[config.mk]
export PLATFORM = sky130hd
export DESIGN_NAME = regfile_write_scheduler
export DESIGN_NICKNAME = d
export VERILOG_FILES = /design/src/rtl/regfile_write_scheduler.sv
export SDC_FILE = /design/constraint.sdc
export NUM_CORES = 1
export LEC_CHECK = 0
export CAP_MARGIN = 10
export CORE_MARGIN = 2
export CORE_UTILIZATION = 42
export CTS_CLUSTER_DIAMETER = 50
export DETAILED_ROUTE_END_ITERATION = 10
export GPL_TIMING_DRIVEN = 0
export HOLD_SLACK_MARGIN = 0.05
export PLACE_DENSITY = 0.81
export SLEW_MARGIN = 20
export SYNTH_ARGS = -nofsm -noshare
export SYNTH_HDL_FRONTEND = slang
export SYNTH_SLANG_ARGS = --single-unit
[constraint.sdc]
create_clock -name CLK -period 2.4 [get_ports CLK]
set_input_delay 0.24 -clock CLK [delete_from_list [all_inputs] [get_ports CLK]]
set_output_delay 0.24 -clock CLK [all_outputs]
set_load 0.05 [all_outputs]
[src/rtl/regfile_write_scheduler.sv]
// -----------------------------------------------------------------------------
// regfile_write_scheduler
//
// Shares the single register-file write port (PW/RW/E) between two writeback
// requesters. Port 0 is the ALU and port 1 is the load/memory path. A busy
// scoreboard tracks destination registers that have a write reserved but not
// yet committed, so the issue stage can interlock reads.
//
// Optional feature macro: RFSCHED_FIXED_PRIO_EN
//   undefined : round-robin between the ports when both are valid (default)
//   defined   : port 1 always wins a conflict; the last-grant pointer is absent
//
// Ports
//   CLK         in   clock, rising edge
//   RESET_N     in   asynchronous active-low reset
//   RSV_VALID   in   reserve request for destination RSV_REG
//   RSV_REG     in   register to reserve
//   RSV_ACCEPT  out  reservation taken this cycle (combinational)
//   REQ0_*      in   port 0 write request: VALID, REG, DATA
//   REQ0_READY  out  grant to port 0 (combinational)
//   REQ1_*      in   port 1 write request: VALID, REG, DATA
//   REQ1_READY  out  grant to port 1 (combinational)
//   PW          out  registered write data
//   RW          out  registered write index
//   E           out  registered write enable, one-cycle pulse per grant
//   BUSY        out  scoreboard, bit r set = register r has a reserved write
//   ERR         out  sticky: a write was granted to an unreserved register
// -----------------------------------------------------------------------------
module regfile_write_scheduler #(
    parameter  int DATA_WIDTH = 32,
    parameter  int ADDR_WIDTH = 4,
    localparam int NREGS      = 2 ** ADDR_WIDTH
) (
    input  logic                  CLK,
    input  logic                  RESET_N,
    input  logic                  RSV_VALID,
    input  logic [ADDR_WIDTH-1:0] RSV_REG,
    output logic                  RSV_ACCEPT,
    input  logic                  REQ0_VALID,
    input  logic [ADDR_WIDTH-1:0] REQ0_REG,
    input  logic [DATA_WIDTH-1:0] REQ0_DATA,
    output logic                  REQ0_READY,
    input  logic                  REQ1_VALID,
    input  logic [ADDR_WIDTH-1:0] REQ1_REG,
    input  logic [DATA_WIDTH-1:0] REQ1_DATA,
    output logic                  REQ1_READY,
    output logic [DATA_WIDTH-1:0] PW,
    output logic [ADDR_WIDTH-1:0] RW,
    output logic                  E,
    output logic [NREGS-1:0]      BUSY,
    output logic                  ERR
);

    logic [DATA_WIDTH-1:0] pw_q;
    logic [ADDR_WIDTH-1:0] rw_q;
    logic                  e_q;
    logic [NREGS-1:0]      busy_q;
    logic [NREGS-1:0]      busy_next;
    logic                  err_q;

    logic                  grant0;
    logic                  grant1;
    logic                  grant;
    logic [ADDR_WIDTH-1:0] grant_reg;
    logic [DATA_WIDTH-1:0] grant_data;

`ifndef RFSCHED_FIXED_PRIO_EN
    // Port that won the most recent grant; reset to 1 so port 0 wins first.
    logic                  last_q;
`endif

    // -------------------------------------------------------------------------
    // Arbitration: at most one grant per cycle.
    // -------------------------------------------------------------------------
    // NOTE: every signal written in an always_comb gets a default first, so no
    // path through the block leaves it unassigned and no latch is inferred.
    always_comb begin
        grant0 = 1'b0;
        grant1 = 1'b0;
`ifdef RFSCHED_FIXED_PRIO_EN
        grant1 = REQ1_VALID;
        grant0 = REQ0_VALID & ~REQ1_VALID;
`else
        if (REQ0_VALID && REQ1_VALID) begin
            // Round-robin: the port that did not win last time wins now.
            grant0 = last_q;
            grant1 = ~last_q;
        end else begin
            grant0 = REQ0_VALID;
            grant1 = REQ1_VALID;
        end
`endif
        grant      = grant0 | grant1;
        grant_reg  = grant1 ? REQ1_REG  : REQ0_REG;
        grant_data = grant1 ? REQ1_DATA : REQ0_DATA;
    end

    assign REQ0_READY = grant0;
    assign REQ1_READY = grant1;

    // A register whose bit is still set cannot be reserved again, even when
    // its clear happens this very cycle; the issue stage simply retries.
    assign RSV_ACCEPT = RSV_VALID & ~busy_q[RSV_REG];

    // -------------------------------------------------------------------------
    // Scoreboard next state. The clear happens on the edge where the register
    // file captures the write (the cycle E is high), so BUSY[r]=0 means the
    // new value is already readable.
    // -------------------------------------------------------------------------
    always_comb begin
        busy_next = busy_q;
        if (e_q) begin
            busy_next[rw_q] = 1'b0;
        end
        if (RSV_ACCEPT) begin
            busy_next[RSV_REG] = 1'b1;
        end
    end

    // -------------------------------------------------------------------------
    // State registers.
    // -------------------------------------------------------------------------
    // NOTE: sequential state uses non-blocking assignments so every flop
    // samples pre-edge values regardless of statement order.
    // NOTE: the scoreboard is a flop vector, not a RAM, so it is reset to
    // drop all reservations; a reset mid-operation also discards the pending
    // registered write.
    always_ff @(posedge CLK or negedge RESET_N) begin
        if (!RESET_N) begin
            pw_q   <= '0;
            rw_q   <= '0;
            e_q    <= 1'b0;
            busy_q <= '0;
            err_q  <= 1'b0;
        end else begin
            e_q    <= grant;
            busy_q <= busy_next;
            if (grant) begin
                pw_q <= grant_data;
                rw_q <= grant_reg;
                // The write still proceeds; only the sticky flag records it.
                if (!busy_q[grant_reg]) begin
                    err_q <= 1'b1;
                end
            end
        end
    end

`ifndef RFSCHED_FIXED_PRIO_EN
    always_ff @(posedge CLK or negedge RESET_N) begin
        if (!RESET_N) begin
            last_q <= 1'b1;
        end else if (grant) begin
            last_q <= grant1;
        end
    end
`endif

    assign PW   = pw_q;
    assign RW   = rw_q;
    assign E    = e_q;
    assign BUSY = busy_q;
    assign ERR  = err_q;

endmodule
### Word level (Yosys, flattened, before mapping)

Cells that the tools add are included.

| word-level totals | value |
|---|---|
| memories kept | 0 |
| logic and storage cells | 37 |
| bits in read-only memories | 0 |
| bits in latches | 0 |
| input port bits | 81 |
| output and inout bits | 57 |
| register bits | 55 |
| RAM bits | 0 |

| operators by class | value |
|---|---|
| shifts and indexed selects | 0 |
| muxes and demuxes | 14 |
| eq/ne operators | 0 |
| add/subtract/negate cells | 0 |
| div/mod/pow operators | 0 |
| bitwise logic cells | 8 |
| multipliers | 0 |
| magnitude comparators | 5 |
| reduce and logical (&&, ||, !) cells | 4 |

Operators by type and width:

| cell | number |
|---|---|
| 16-bit 2-to-1 mux | 2 |
| 32-bit 2-to-1 mux | 1 |
| 16-bit AND | 1 |
| 16-bit inverter | 1 |
| 16-bit OR | 1 |
| 4-bit by 5-bit < comparator with 1-bit output (second input constant) | 3 |
| 1-bit binary-select mux with 4-bit select | 2 |
| 1-bit demux with 4-bit select | 2 |
| 4-bit by 1-bit greater-or-equal comparator with 1-bit output (second input constant) | 2 |
| 1-bit 2-to-1 mux | 6 |
| 4-bit 2-to-1 mux | 1 |
| 1-bit logical AND | 3 |
| 1-bit inverter | 3 |
| 2-bit AND reduction | 1 |
| 1-bit AND | 1 |
| 1-bit OR | 1 |

### Longest topological paths before layout

| depth | value |
|---|---|
| word-level depth | 9 |
| gate-level depth with buffers | 8 |
| depth with buffers taken out | 6 |

### Least setup slack after synthesis

Ideal clock, no wire load.

| path | value |
|---|---|
| path kind | register to output |
| start point | register busy_q[11], in the netlist BUSY[11] |
| end point | output port RSV_ACCEPT |
| data arrival time | 2,264 ps |
| cell stages (with the launch flop) | 4 |
| path slack | -104 ps |
| data required time | 2,160 ps |
| path through | dfrtp_1 > mux4_2 > mux4_2 > nor2b_1 |

| on the way | value |
|---|---|
| longest elaborated chain between the ends | 4 |

Ends and longest elaborated chain:

| what | RTL line | RTL |
|---|---|---|
| from (decl) | 57 | `logic [NREGS-1:0] busy_q;` |
| from (signal assigned) | 137 | `busy_q <= busy_next;` |
| 1-bit binary-select mux with 4-bit select | 103 | `assign RSV_ACCEPT = RSV_VALID & ~busy_q[RSV_REG];` |
| 1-bit 2-to-1 mux (not written as such) | 103 |  |
| 1-bit inverter | 103 |  |
| 1-bit AND | 103 |  |
| to (decl) | 38 | `output logic RSV_ACCEPT,` |

Every way passes these cells. The select of a mux whose other input is x is not followed.

### Worst setup path after layout

| path | value |
|---|---|
| start point | register busy_q[7], in the netlist BUSY[7] |
| end point | output port RSV_ACCEPT |

The elaborated chain is that of the path after synthesis.

==> summary.md <==
| Metric | Value |
|---|---|
| Status | completed |
| Initial antenna violation count | 0 |
| Max-slew headroom | 53.0% |
| Slew Viols, Final | 0 |
| Final core utilization | 64.2% |
| Yosys reg bits | 55 |
| Worst-skew pair later-pin latency | 0.31 ns |
| Num rows | 31 |
| Vias post-DR | 2981 |
| Critical path class | reg -> out |
| Die X | 89.4 um |
| Fin. Hold Viols | 0 |
| Peak supply drop | 0.283 mV |
| Final antenna-violating net count | 0 |
| Fmax | 429 MHz |
| Global-route wire length before repair | 14100 um |
| Starting DRT DRC Count | 213 |
| Port Buffers | 131 |
| PD cells | 849 nW/um2 |
| Asr flop ratio synth | 100% |
| Final setup violation count | 0 |
| Avg Inst Size Synth | 9.79 um2 |
| Placed cell count | 543 |
| Clock Tree Root | clkbuf_8 |
| CP Launch Type | flop |
| DR DRC count | 0 |
| Leakage power | 1.80 nW |
| Clock Power Share | 12.8% |
| TritonCTS clock tree | done |
| H-tree lvl count | 2 |
| Crit-path max FO | 4 |
| Area contributors post-synth | dfrtp_1 (44%), mux2_2 (13%), nor2_1 (8.3%), o22ai_1 (6.5%), o21ai_0 (5.7%) |
| Router iterations before antenna repair | 4 |
| Worst-Margin Slew | 0.705 ns |
| EDFF count, synth | 0 |
| Comb power frac | 52.2% |
| Final wirelength | 8820 um |
| Mapped Nets | 394 |
| Seq pwr share | 35.0% |
| Clk slew on worst S/H paths | 0.09 ns |
| RSZ-0062 raised after global routing | false |
| Area leader, netlist | dfrtp_1 |
| Area share of the largest cell type after synthesis | 44.1% |
| DR vias/cell | 5.40 |
| Ys Warns | 0 |
| Area growth syn-to-layout | 49.6% |
| Period utilization | 97.2% |
| Post-synth cell types | 35 |
| Synth top cells by count | nor2_1 (68), dfrtp_1 (54), mux2_2 (35), o21ai_0 (35), o22ai_1 (32) |
| Io pins | 138 |
| Cell area after technology mapping | 3060 um2 |
| Final HPWL DP | 6640 um |
| Setup bufs post-CTS | 0 |
| GRT Total Usage | 22.7% |
| Initial Util | 42.9% |
| Non-Filler Instances | 552 |
| CP endpoint kind | output pin |
| Die area | 7990 um2 |
| Overflow after GRT | 0 |
| Critical Path RT | 2.16 ns |
| FF-to-FF setup slack | 0.32 ns |
| Switching share of power | 45.2% |
| Top_reg_cell synth | dfrtp_1 |
| Num Clock Sinks | 55 |
| Largest net degree at the start of global routing | 56 |
| Chip Height | 89.4 um |
| Layout cells sized above 1 | 13.9% |
| Worst hold path class | in -> reg |
| Final #Nets | 533 |
| Top-count cell post-synth | nor2_1 |
| Vias in the first global route | 2974 |
| Seq/Total Area, Yosys | 45.0% |
| # diodes | 0 |
| Routed wire per std cell | 16.0 um |
| NetSw | 1.76 mW |
| Core area | 7140 um2 |
| Gate Count Post-Synth | 313 |
| Total CTS buffers | 5 |
| Routability cong. | 0.829 |
| Max Cap Violations | 0 |
| Final min period | 2.33 ns |
| Setup_tns | 0 ns |
| Cell-internal power | 2.13 mW |
| CTS max path bufs | 2 |
| Setup Skew | 0.0129 ns |
| Crit path DAT | 2.09 ns |
[state kept, by name (all words and copies together) (netlist names)]
| register | cells |
|---|---|
| RW | 4 |
| BUSY | 16 |
| ERR | 1 |
| PW | 32 |
| last_q | 1 |
| E | 1 |
[metrics by stage]
| step | hold slack (ns) | total power, mW | setup slack [ns] | cell area [um2] |
|---|---|---|---|---|
| floorplan | -0.0556 | 2.62 | 0.138 | 3070 |
| finish | 0.232 | 3.89 | 0.0679 | 4580 |
| CTS | 0.219 | 3.90 | 0.0630 | 4580 |
| detailed placement | 0.339 | 3.41 | -0.241 | 4500 |
| global placement | 0.534 | 3.36 | -0.680 | 4500 |
| global route | 0.230 | 4.09 | 0.00509 | 4580 |
[cell usage in the layout (no fill, tap or decap), drive strengths merged]
cell	instances
nand2b	6
nand2	10
o21ai	36
or2	3
or4b	1
dfrtp	54
nor2	68
clkdlybuf4s50	129
nand4b	1
dlygate4sd3	1
clkbuf	22
a2111oi	1
nand3b	3
a21bo	1
a221oi	4
mux2i	11
a21boi	3
a21oi	3
nand4bb	1
or3	1
mux4	5
inv	2
or3b	2
nor2b	1
o21a	1
o211ai	1
o22ai	32
mux2	36
dfstp	1
nand3	4
buf	9
[logic make-up after synthesis]
kind of cell	synth area share (%)
AOI/OAI and AO/OA	16.5
buffers and inverters	3.15
DFF	45.0
muxes	20.6
and+or+nand+nor	14.7
[worst max-delay path, stage by stage, from the launching register on]
cell and delay, ns:
dfrtp_1 0.43, mux4_2 0.52, mux4_2 0.47, nor2b_2 0.11, buf_2 0.26
[routing by layer]
| layer | vias to the layer above | wire length [um] | global-route usage (%) |
|---|---|---|---|
| met2 | 136 | 4310 | 38.7 |
| met4 | 0 | 147 | 7.06 |
| li1 | 1414 | - | - |
| met1 | 1413 | 3630 | 28.9 |
| met3 | 18 | 732 | 5.08 |
| met5 | - | 0 | 0 |
[repair_timing]
action,CTS,global route
hold buffers,1,0
gates resized for setup,5,0
endpoints found under the hold margin,54,0
endpoints found under the setup margin,1,0
[power by group through the flow]
| stage | clock network, mW | registers, mW | logic [mW] |
|---|---|---|---|
| floorplan | 0 | 2.07 | 0.556 |
| global placement | 0 | 1.36 | 2.00 |
| detailed placement | 0 | 1.37 | 2.03 |
| CTS | 0.510 | 1.35 | 2.04 |
| global route | 0.552 | 1.39 | 2.15 |
| finish | 0.497 | 1.36 | 2.03 |
[layout make-up]
class / instances / area (um2)
Clock buffer: 8 / 80.1
Fill cell: 605 / 2550
Multi-Input combinational cell: 235 / 1590
Tap cell: 99 / 124
Buffer: 21 / 88.8
Timing Repair Buffer: 132 / 1310
Sequential cell: 55 / 1380
Inverter: 2 / 7.51
[final timing paths]
path / start / endpoint / cells past startpoint
min in group asynchronous: RESET_N / BUSY[14]$_DFF_PN0_ / 2
setup / recovery: BUSY[7]$_DFF_PN0_ / RSV_ACCEPT / 4
setup reg to reg: last_q$_DFFE_PN1P_ / ERR$_DFFE_PN0P_ / 6
hold / removal: REQ1_VALID / last_q$_DFFE_PN1P_ / 2
max in group asynchronous: RESET_N / PW[10]$_DFFE_PN0P_ / 2
hold reg to reg: last_q$_DFFE_PN1P_ / last_q$_DFFE_PN1P_ / 1
No activity file was read; power rests on OpenSTA's default activity.
